===== config.mk =====
export PLATFORM = sky130hd
export DESIGN_NAME = ball_controller
export DESIGN_NICKNAME = d
export VERILOG_FILES = /design/src/rtl/pong_pkg.sv /design/src/rtl/ball_axis.sv /design/src/rtl/ball_controller.sv
export SDC_FILE = /design/constraint.sdc
export NUM_CORES = 1
export LEC_CHECK = 0
export CAP_MARGIN = 40
export CORE_MARGIN = 1.5
export CORE_UTILIZATION = 29
export CTS_CLUSTER_DIAMETER = 50
export DETAILED_ROUTE_END_ITERATION = 16
export PLACE_DENSITY = 0.44
export SKIP_LAST_GASP = 1
export SYNTH_ARGS = -nofsm -noshare
export SYNTH_HDL_FRONTEND = slang
export SYNTH_HIERARCHICAL = 1
export SYNTH_SLANG_ARGS = --single-unit

===== constraint.sdc =====
create_clock -name clk -period 4.1 [get_ports clk]
set_clock_uncertainty 0.15 [all_clocks]
set_input_delay 1.025 -clock clk [delete_from_list [all_inputs] [get_ports clk]]
set_output_delay 1.025 -clock clk [all_outputs]
set_load 0.02 [all_outputs]

===== src/rtl/pong_pkg.sv =====
// rtl/pong_pkg.sv - shared screen constants and ball state type for the pong engine
package pong_pkg;

   localparam int H_ACTIVE = 640;
   localparam int V_ACTIVE = 480;
   localparam int COORD_W  = 11;

   typedef enum logic [1:0] {
      SERVE  = 2'd0,
      MOVING = 2'd1,
      MISSED = 2'd2
   } ball_state_t;

endpackage


===== src/rtl/ball_axis.sv =====
// rtl/ball_axis.sv - one axis of ball position/direction with wall reflect and clamp
module ball_axis
   import pong_pkg::*;
#(
   parameter int W          = 10,
   parameter int SPEED      = 2,
   parameter int HIGH_LIMIT = 632,
   parameter int CENTER     = 316
) (
   input  logic         clk,
   input  logic         reset,
   input  logic         step,
   input  logic         force_reflect,
   input  logic [W-1:0] force_pos,
   input  logic         recenter,
   input  logic         recenter_flip,
   output logic [W-1:0] pos,
   output logic         dir_high,
   output logic         hit_high
);

   localparam logic [COORD_W-1:0] SPEED_C = COORD_W'(SPEED);
   localparam logic [COORD_W-1:0] HIGH_C  = COORD_W'(HIGH_LIMIT);

   logic [COORD_W-1:0] pos_w;
   logic               hit_low;

   // Widened copy keeps pos+SPEED from wrapping near the far wall.
   assign pos_w    = COORD_W'(pos);
   assign hit_high = dir_high && ((pos_w + SPEED_C) >= HIGH_C);
   assign hit_low  = !dir_high && (pos_w <= SPEED_C);

   always_ff @(posedge clk) begin
      if (reset) begin
         pos      <= W'(CENTER);
         dir_high <= 1'b1;
      end else if (recenter) begin
         pos      <= W'(CENTER);
         dir_high <= recenter_flip ? ~dir_high : 1'b1;
      end else if (step) begin
         if (force_reflect) begin
            pos      <= force_pos;
            dir_high <= 1'b0;
         end else if (hit_high) begin
            pos      <= W'(HIGH_LIMIT);
            dir_high <= 1'b0;
         end else if (dir_high) begin
            pos <= pos + W'(SPEED);
         end else if (hit_low) begin
            pos      <= '0;
            dir_high <= 1'b1;
         end else begin
            pos <= pos - W'(SPEED);
         end
      end
   end

endmodule


===== src/rtl/ball_controller.sv =====
// rtl/ball_controller.sv - pong ball engine: serve/move/miss FSM, paddle bounce, pixel draw
module ball_controller
   import pong_pkg::*;
#(
   parameter int BALL_SIZE    = 8,
   parameter int SPEED        = 2,
   parameter int PADDLE_WIDTH = 64,
   parameter int PADDLE_Y     = 464,
   parameter int SERVE_FRAMES = 60
) (
   input  logic       clk,
   input  logic       reset,
   input  logic       frame_tick,
   input  logic       visible,
   input  logic [9:0] x,
   input  logic [8:0] y,
   input  logic [9:0] paddle_x,
   output logic       ball_pixel,
   output logic [9:0] ball_x,
   output logic [8:0] ball_y,
   output logic       miss,
   output logic       serving
);

   localparam int CNT_W = (SERVE_FRAMES > 1) ? $clog2(SERVE_FRAMES) : 1;
   localparam logic [COORD_W-1:0] BS_C  = COORD_W'(BALL_SIZE);
   localparam logic [COORD_W-1:0] SP_C  = COORD_W'(SPEED);
   localparam logic [COORD_W-1:0] PW_C  = COORD_W'(PADDLE_WIDTH);
   localparam logic [COORD_W-1:0] PY_C  = COORD_W'(PADDLE_Y);
   localparam logic [CNT_W-1:0]   LAST_C = CNT_W'(SERVE_FRAMES - 1);

   ball_state_t        state, state_next;
   logic [CNT_W-1:0]   cnt, cnt_next;
   logic               move_step, recenter, miss_next;
   logic               y_down, y_hit_high, x_dir, x_hit_high;
   logic               paddle_hit;
   logic [COORD_W-1:0] x_w, y_w, px_w, bx_w, by_w, bottom_w;
   logic               pixel_next;
   logic               x_unused;

   assign x_unused = x_dir ^ x_hit_high;

   ball_axis #(
      .W          (10),
      .SPEED      (SPEED),
      .HIGH_LIMIT (H_ACTIVE - BALL_SIZE),
      .CENTER     ((H_ACTIVE - BALL_SIZE) / 2)
   ) u_axis_x (
      .clk           (clk),
      .reset         (reset),
      .step          (move_step),
      .force_reflect (1'b0),
      .force_pos     (10'd0),
      .recenter      (recenter),
      .recenter_flip (1'b1),
      .pos           (ball_x),
      .dir_high      (x_dir),
      .hit_high      (x_hit_high)
   );

   // Paddle reflection overrides the bottom-wall clamp on the vertical axis.
   ball_axis #(
      .W          (9),
      .SPEED      (SPEED),
      .HIGH_LIMIT (V_ACTIVE - BALL_SIZE),
      .CENTER     ((V_ACTIVE - BALL_SIZE) / 2)
   ) u_axis_y (
      .clk           (clk),
      .reset         (reset),
      .step          (move_step),
      .force_reflect (paddle_hit),
      .force_pos     (9'(PADDLE_Y - BALL_SIZE)),
      .recenter      (recenter),
      .recenter_flip (1'b0),
      .pos           (ball_y),
      .dir_high      (y_down),
      .hit_high      (y_hit_high)
   );

   assign bx_w     = COORD_W'(ball_x);
   assign by_w     = COORD_W'(ball_y);
   assign px_w     = COORD_W'(paddle_x);
   assign x_w      = COORD_W'(x);
   assign y_w      = COORD_W'(y);
   assign bottom_w = by_w + BS_C;

   // Overlap uses the pre-move horizontal position.
   assign paddle_hit = y_down
                    && (bottom_w <= PY_C)
                    && ((bottom_w + SP_C) >= PY_C)
                    && ((bx_w + BS_C) > px_w)
                    && (bx_w < (px_w + PW_C));

   always_comb begin
      state_next = state;
      cnt_next   = cnt;
      move_step  = 1'b0;
      recenter   = 1'b0;
      miss_next  = 1'b0;
      if (frame_tick) begin
         case (state)
            SERVE: begin
               if (cnt == LAST_C) begin
                  state_next = MOVING;
                  cnt_next   = '0;
               end else begin
                  cnt_next = cnt + 1'b1;
               end
            end
            MOVING: begin
               move_step = 1'b1;
               if (y_hit_high && !paddle_hit) begin
                  state_next = MISSED;
                  miss_next  = 1'b1;
               end
            end
            MISSED: begin
               recenter   = 1'b1;
               state_next = SERVE;
               cnt_next   = '0;
            end
            default: state_next = SERVE;
         endcase
      end
   end

   assign pixel_next = visible
                    && (x_w >= bx_w) && (x_w < (bx_w + BS_C))
                    && (y_w >= by_w) && (y_w < (by_w + BS_C));

   always_ff @(posedge clk) begin
      if (reset) begin
         state      <= SERVE;
         cnt        <= '0;
         miss       <= 1'b0;
         ball_pixel <= 1'b0;
      end else begin
         state      <= state_next;
         cnt        <= cnt_next;
         miss       <= miss_next;
         ball_pixel <= pixel_next;
      end
   end

   assign serving = (state == SERVE);

endmodule


Yosys cells after proc, flatten, opt, wreduce, memory -nomap -nowiden
Index checks and enable logic that the tools add are counted.
- logic and storage cells: 88
- register bits after elaboration: 31
- bits of input ports: 33
- reductions and logical operators: 23
- equal/unequal tests: 5
- add/sub/neg operators: 11
- bitwise gates (word level): 3
- mux-type cells: 26
- magnitude comparators: 12
- operators with widths (kind ; number):
    $mux W9 ; 4
    $mux W10 ; 3
    $ge A11 B9 Y1 const B ; 2
    $lt A10 B11 Y1 ; 2
    $mux W1 ; 14
    $logic_and A1 B1 Y1 ; 13
    $pmux W6 S2 ; 1
    $add A10 B2 Y11 const B ; 1
    $add A10 B4 Y11 const B ; 1
    $add A10 B7 Y11 const B ; 1
    $add A11 B2 Y11 const B ; 1
    $ge A11 B10 Y1 const B ; 1
    $gt A11 B10 Y1 ; 1
    $le A11 B9 Y1 const B ; 1
    $add A10 B2 Y10 const B ; 1
    $add A9 B2 Y10 const B ; 1
    $add A9 B4 Y10 const B ; 1
    $ge A10 B10 Y1 ; 1
    $le A10 B2 Y1 const B ; 1
    $lt A9 B10 Y1 ; 1
    $sub A10 B2 Y10 const B ; 1
    $add A9 B2 Y9 const B ; 1
    $ge A9 B9 Y1 ; 1
    $le A9 B2 Y1 const B ; 1
    other kinds (18) ; 24

Longest topological paths before layout
Gate-level depths: netlist of the first run.
- word-level depth: 10
- gate-level depth with buffers: 16

Cells and area by module
The synthesis of the first run kept the hierarchy.
- by module, submodules not included (module ; area each (um^2) ; cells an instance ; instances):
    ball_controller ; 2077.0 ; 268 ; 1
    ball_axis (u_axis_x) ; 1117.3 ; 156 ; 1
    ball_axis (u_axis_y) ; 972.2 ; 127 ; 1

Worst setup path after synthesis of the first run
Ideal clock, no wire load.
- path kind: input-to-reg
- start: input paddle_x[6]
- end: register u_axis_y.pos[2]
- buffers on the path: 1
- path slack: 0.290 ns
- setup time: 0.136 ns
- data arrival time: 3.525 ns
- stages on the path: 12
- path through: ha_1 > xnor2_1 > ha_1 > a2111oi_0 > a311oi_4 > nor4_2 > clkbuf_1 > a21oi_1 > a21oi_1 > nor2_1 > a21oi_1 > a21oi_1
- cells in the longest elaborated chain, start to end: 4
- RTL lines (element ; RTL line ; RTL):
    start, declared ; ball_controller.sv:17 ; input logic [9:0] paddle_x,
    $add A10 B7 Y11 or $gt A11 B10 Y1 (tied branches) ; ball_controller.sv:92, ball_controller.sv:91 ;
    $lt A10 B11 Y1 or $logic_and A1 B1 Y1 (tied branches) ; ball_controller.sv:92, ball_controller.sv:91 ;
    $logic_and A1 B1 Y1 (*) ; ball_controller.sv:92 ; && (bx_w < (px_w + PW_C));
    named net paddle_hit ; ball_controller.sv:36 ; logic paddle_hit;
    $mux W9 (*) ; ball_axis.sv:41 ; if (force_reflect) begin
    end signal, assigned ; ball_axis.sv:42 ; pos <= force_pos;
    end signal, assigned ; ball_axis.sv:45 ; pos <= W'(HIGH_LIMIT);
    end signal, assigned ; ball_axis.sv:48 ; pos <= pos + W'(SPEED);
    end, declared ; ball_axis.sv:17 ; output logic [W-1:0] pos,
The timed path passes the listed nets; every way through them passes the cells marked *.
A chain may end at the register's enable or synchronous reset.

Worst setup path after layout of the first run
- start: input paddle_x[6]
- end: register u_axis_y.pos[5]
Same word-level chain as after synthesis.

==> results of run 1 <==
[final cells by class]
class / count / area share, %
Multi-Input combinational cell: 464 / 63.5
Timing Repair Buffer: 76 / 13.5
Sequential cell: 31 / 11.9
Tap cell: 180 / 4.33
Inverter: 54 / 3.90
Clock buffer: 5 / 2.41
Clock inverter: 3 / 0.457
[registers in the layout (all words and copies together), names as in the netlist]
| signal | flops |
|---|---|
| u_axis_x/pos | 10 |
| u_axis_y/pos | 9 |
| u_axis_y/dir_high | 1 |
| ball_pixel | 1 |
| miss | 1 |
| state | 2 |
| cnt | 6 |
| u_axis_x/dir_high | 1 |
[through the flow]
step / instance area [sq um] / total power (W) / setup TNS (ns) / std cells / util, %
2_1_floorplan: 4250 / 0.000405 / 0 / 572 / -
4_1_cts: 5200 / 0.000865 / 0 / 813 / 37.3
3_3_place_gp: 5050 / 0.000476 / 0 / 804 / 36.2
6_report: 5200 / 0.000850 / 0 / 813 / 37.3
5_1_grt: 5200 / 0.000895 / 0 / 813 / 37.3
3_5_place_dp: 5050 / 0.000476 / -0.0188 / 805 / 36.2
[routing by layer]
| metal | routed length (um) | up-vias |
|---|---|---|
| met2 | 5790 | 77 |
| met1 | 6290 | 1976 |
| li1 | - | 2177 |
| met4 | 59 | 0 |
| met3 | 456 | 4 |
| met5 | 0 | - |
[worst reg2reg max path: stages (launching register included)]
cell      delay [ns]
dfxtp_1         0.49
ha_1            0.26
nand3_1         0.11
nor3_1          0.20
xnor2_1         0.18
ha_1            0.30
and4_1          0.20
nand3_1         0.10
nor3_1          0.07
a2111o_1        0.38
nor4_2          0.27
buf_4           0.20
nor4_1          0.07
a211oi_2        0.23
a22oi_2         0.07
o21a_1          0.17
[kinds of logic (layout without fill, tap and decap cells)]
family	Yosys count	in the layout	share of synthesized area [%]
AOI/OAI and AO/OA	158	158	26.3
xor gates and xnor gates	23	23	5.20
adders and majority gates	60	60	18.0
buffers and inverters	77	138	7.81
DFF	31	31	14.9
muxes	3	3	1.02
other	2	23	0.180
and+or+nand+nor	197	197	26.6
[synth_stat cells (4+ instances only)]
master / number
nor4_1: 7
nand4_1: 7
xnor2_1: 17
o21ai_1: 8
a31oi_1: 7
nor3_1: 17
nand3_1: 23
o22ai_1: 7
o211ai_1: 5
o31ai_1: 5
or2_2: 4
o21a_1: 7
clkbuf_1: 12
nor2_1: 37
nor2b_1: 8
a21o_1: 10
and3_1: 10
nand2b_1: 13
xor2_1: 4
o21ai_0: 19
nor3b_1: 4
dfxtp_1: 31
a21oi_1: 43
a211oi_1: 9
nand3b_1: 5
ha_1: 60
a211o_1: 4
inv_1: 50
nand2_1: 34
buf_2: 6
[worst paths after layout]
check,end,slack [ns],cells past startpoint
worst max-delay path,u_axis_y/pos[5],0.31,13
worst min-delay path,cnt[1],0.32,2
worst max register to register,u_axis_y/pos[5],0.54,15
worst min register to register,cnt[1],0.32,2
[where the power goes]
part | switching (W) | total, W | internal (W)
Sequential | 0.00000343 | 0.000308 | 0.000304
Combinational | 0.0000811 | 0.000162 | 0.0000810
Clock | 0.000153 | 0.000380 | 0.000227
==> flow_summary.json, run 1 <==
{
  "worstHoldStart": "cnt[1]",
  "post-synth-top-area-cell": "ha_1",
  "slew_violations": 0,
  "die_w_um": 123,
  "num_vias": 4234,
  "port_buffers": 54,
  "use_met1_pct": 24.1,
  "peakVddDrop_v": 0.000176,
  "critical_path_class": "in -> reg",
  "synthTopCellsByArea": "ha_1, dfxtp_1, a21oi_1, inv_1, xnor2_1",
  "drive_above_1_share_pct": 9.79,
  "ys_dominant_reg_cell": "dfxtp_1",
  "period_minus_slack_ns": 3.79,
  "drt-pass1-iter-count": 5,
  "tightest_slew_ns": 0.743,
  "critPathMaxFanout": 9,
  "final_antenna_net_count": 0,
  "critPathArrivalTime_ns": 3.81,
  "synthToLayoutAreaGrowth_pct": 24.8,
  "path_delay_family": "compound AO/OA/AOI/OAI gates",
  "postCtsSetupBuffers": 0,
  "p_leak_nw": 2.24,
  "clock-sinks": 31,
  "pre_cts_ws_ns": -0.0131,
  "clockBufferDepth": 2,
  "yosys_warnings": 6,
  "fin_nets": 725,
  "pwr_density_cell_mw_per_mm2": 164,
  "ys_seq_elements": 31,
  "grt_max_degree": 33,
  "syn_inst": 551,
  "antenna_found_initial": 0,
  "hold_viol": 0,
  "fillCellCount": 1489,
  "fmax_mhz": 264,
  "synth_enable_flop_cells": 0,
  "setup_viol": 0,
  "outcome": "completed",
  "drt_iter0_markers": 157,
  "slowest_stage": "clkdlybuf4s50_1",
  "dieArea_sq_mm": 0.0151,
  "netlist.area_leader.share_pct": 18.0,
  "grtUsageMet3_pct": 2.09,
  "die_h_um": 123,
  "path_buf_inv": 3,
  "cts_tree": "done",
  "period_share_pct": 92.5,
  "crit_chain": "clkdlybuf4s50_1, ha_1, xnor2_1, ha_1, a2111oi_1, buf_4, a311oi_4, nor4_2, buf_4, nor4_1, a211oi_2, a22oi_2, o21a_1",
  "hold_class": "reg -> reg",
  "cp.required_ns": 4.12,
  "row_count": 43,
  "cts_buffers": 5,
  "io_pins": 55,
  "timing.rr.start": "u_axis_x/pos[4]",
  "worst_slack_ns": 0.308,
  "antenna_cells": 0,
  "drt_wl_total_um": 12600,
  "grt_pass1_vias": 4004,
  "place_congestion": 0.833,
  "top_usage_layer": "met2",
  "clk_latency_ns": 0.28,
  "grt.met2_usage_pct": 27.4,
  "end_kind": "register",
  "routedWlPerCell_um": 15.5,
  "cp_slowest_stage_delay_ns": 0.43,
  "crit_start": "paddle_x[6]",
  "maxCapViolCount": 0,
  "rsz0062_at_grt": "no",
  "start_kind": "primary input",
  "cts_resized": 0,
  "hold-worst-slack_ns": 0.320,
  "final_cell_mix": "ha_1, clkdlybuf4s50_1, inv_1, a21oi_1, nor2_1",
  "viasPerCell": 5.21,
  "synth.distinct_cells": 83,
  "synth-seq-area-share_pct": 14.9,
  "syn_area_per_cell_sq_um": 7.56,
  "max_slew_margin_pct": 50.0,
  "drc": 0,
  "start_util_pct": 29.9,
  "htreeDepth": 2,
  "core_area_sq_mm": 0.0139,
  "multi_input_area_sq_mm": 0.00330,
  "clkTransAtPathRegs_ns": 0.06,
  "final_common_cell": "ha_1",
  "post-dp-hpwl_um": 9870,
  "grt.total_usage_pct": 16.9,
  "grt.overflow.total": 0,
  "register_area_sq_um": 621,
  "grt_pass1_wl_um": 20300,
  "hold_buffers": 0,
  "cts_root_buffer": "clkbuf_16",
  "syn_area_sq_mm": 0.00417,
  "synthArstFlopShare_pct": 0
}
Note: power is estimated with default switching activity, not from simulation.
==> run 2: changes to the inputs <==
--- a/config.mk
+++ b/config.mk
@@ -10,9 +10,8 @@
 export CORE_UTILIZATION = 29
 export CTS_CLUSTER_DIAMETER = 50
 export DETAILED_ROUTE_END_ITERATION = 16
-export PLACE_DENSITY = 0.44
+export PLACE_DENSITY = 0.45
 export SKIP_LAST_GASP = 1
 export SYNTH_ARGS = -nofsm -noshare
 export SYNTH_HDL_FRONTEND = slang
-export SYNTH_HIERARCHICAL = 1
 export SYNTH_SLANG_ARGS = --single-unit
==> flow_summary.json, run 2 <==
{
  "outcome": "completed",
  "rsz0062_at_grt": "no",
  "final_antenna_net_count": 0,
  "port_buffers": 50,
  "antenna_found_initial": 0,
  "critPathArrivalTime_ns": 3.60,
  "synthToLayoutAreaGrowth_pct": 20.8,
  "instances_no_fill": 701,
  "yosys-top-cells-count": "ha_1, inv_1, a21oi_1, nand2_1, dfxtp_1",
  "syn_area_per_cell_sq_um": 7.60,
  "cts_tree": "done",
  "htreeDepth": 2,
  "slew_violations": 0,
  "synthTopCellsByArea": "ha_1, dfxtp_1, a21oi_1, xnor2_1, inv_1",
  "largest_reg_flops": 9,
  "drt_iter0_markers": 248,
  "period_share_pct": 87.5,
  "syn_area_sq_mm": 0.00375,
  "ys_dominant_reg_cell": "dfxtp_1",
  "clock-sinks": 29,
  "start_kind": "primary input",
  "cts_resized": 0,
  "dieArea_sq_mm": 0.0136,
  "cp.required_ns": 4.11,
  "die_w_um": 117,
  "p_leak_nw": 1.86,
  "cts_buffers": 5,
  "r2r_cells": 10,
  "place_area_sq_mm": 0.00437,
  "period_minus_slack_ns": 3.59,
  "die_h_um": 117,
  "fmax_mhz": 279,
  "post-synth-top-area-cell": "ha_1",
  "cp-endpoint": "u_axis_y.pos[2]",
  "synth.distinct_cells": 73,
  "syn_inst": 493,
  "placed_cells": 693,
  "postCtsSetupBuffers": 0,
  "yosys_warnings": 0,
  "clkTransAtPathRegs_ns": 0.05,
  "timing.rr.start": "u_axis_x.pos[4]",
  "io_pins": 55,
  "pwr_density_cell_mw_per_mm2": 179,
  "final_cell_mix": "ha_1, clkdlybuf4s50_1, inv_1, a21oi_1, nand2_1",
  "rrSetupSlack_ns": 0.63,
  "drive_above_1_share_pct": 5.48,
  "grt_pass1_wl_um": 18300,
  "place_congestion": 0.838,
  "hold_class": "reg -> reg",
  "synthArstFlopShare_pct": 0,
  "routedWlPerCell_um": 16.4,
  "synth-seq-area-share_pct": 15.5,
  "row_count": 41,
  "drt_wl_total_um": 11500,
  "maxCapViolCount": 0,
  "netlist.area_leader.share_pct": 19.7,
  "hold_viol": 0,
  "final_common_cell": "ha_1",
  "antenna_cells": 0,
  "synth_enable_flop_cells": 0,
  "post-dp-hpwl_um": 8880,
  "stdcell_area_sq_mm": 0.00453,
  "synth_most_common_cell": "ha_1",
  "regToRegEndpoint": "u_axis_y.pos[2]",
  "grt.overflow.total": 0,
  "critPathMaxFanout": 6,
  "drc": 0,
  "cts_root_buffer": "clkbuf_16",
  "start_util_pct": 29.7,
  "grt.total_usage_pct": 17.1,
  "setup_viol": 0,
  "core_area_sq_mm": 0.0126,
  "regMostFlops": "u_axis_x.pos",
  "hold_buffers": 0,
  "num_vias": 3781,
  "drt-pass1-iter-count": 5,
  "crit_start": "paddle_x[4]",
  "grt_pass1_vias": 3538,
  "largestRegisters": "u_axis_x.pos: 9 flops, u_axis_y.pos: 8 flops, cnt: 6 flops",
  "fin_tns_setup_ns": 0,
  "fin_nets": 620,
  "clockBufferDepth": 2,
  "tightest_slew_ns": 0.813,
  "clk_latency_ns": 0.27,
  "critical_path_class": "in -> reg",
  "end_kind": "register",
  "ys_seq_elements": 29,
  "max_slew_margin_pct": 45.8,
  "grt_max_degree": 27,
  "peakVddDrop_v": 0.000122,
  "viasPerCell": 5.39
}
run 2: cell types whose count changed in the layout (fill, tap and decap cells not counted), sizes merged, moves of 7 or more:
cell	change
a21o	-7
a31oi	+9
buf	-14
conb	-21
inv	-10
nand2b	-7
nor2	-10
o22ai	-7
run 2: routing by layer:
layer | part of all wire [%] | wire, um | GRT usage (%) | vias to the layer above
li1 | - | - | - | 1902
met1 | 50 | 5740 | 24.8 | 1788
met2 | 46 | 5230 | 27.6 | 84
met3 | 3.9 | 446 | 1.71 | 7
met4 | 0.57 | 66 | 3.13 | 0
met5 | 0 | 0 | 0 | -
run 2: metrics by stage:
stage               power (W)  setup WS, ns  hold WS, ns  util [%]
global placement     0.000438         0.244        0.338      34.7
detailed placement   0.000440         0.225        0.342      34.7
CTS                  0.000824         0.507        0.350      35.9
finish               0.000809         0.512        0.346      35.9
floorplan            0.000378         0.910        0.312         -
global route         0.000851         0.330        0.392      35.9
run 2: final cells by class:
class / count / area [sq um]
clock buffers: 6 / 139
clock inverters: 2 / 13.8
fillers: 1368 / 8090
inverters: 43 / 161
multi-input cells: 391 / 2860
flip-flops and latches: 29 / 581
well taps: 172 / 215
repair buffers: 58 / 561
run 2: critical path, cell delays in order:
cell and delay, ns:
clkdlybuf4s50_1 0.45, inv_1 0.05, ha_1 0.30, a22o_1 0.23, or4_1 0.57, a221oi_4 0.48
a31oi_4 0.18, a221o_1 0.32
run 2: report_power, final:
group	internal [W]	switching, W
sequential	0.000285	0.00000408
combinational	0.0000709	0.0000736
clock	0.000241	0.000135
total	0.000597	0.000212
run 2: worst min-delay path by stage:
stage | start | endpoint | slack (ns) | cells past startpoint
2_1_floorplan | cnt[1] | cnt[1] | 0.31 | 2
3_3_place_gp | cnt[1] | cnt[1] | 0.34 | 2
3_5_place_dp | cnt[1] | cnt[1] | 0.34 | 2
4_1_cts | cnt[1] | cnt[1] | 0.35 | 2
5_1_grt | cnt[1] | cnt[1] | 0.39 | 2
6_report | cnt[1] | cnt[1] | 0.35 | 2
run 2: cell families (layout without fill, tap and decap cells):
kind of cell / Yosys count / after routing / share of synthesized area (%)
compound gates: 157 / 157 / 29.7
xor+xnor: 22 / 22 / 5.34
fa+ha+maj: 59 / 59 / 19.7
buf+inv: 74 / 109 / 8.41
flops: 29 / 29 / 15.5
mux: 2 / 2 / 0.567
other cells: 1 / 2 / 0.100
simple gates: 149 / 149 / 20.7
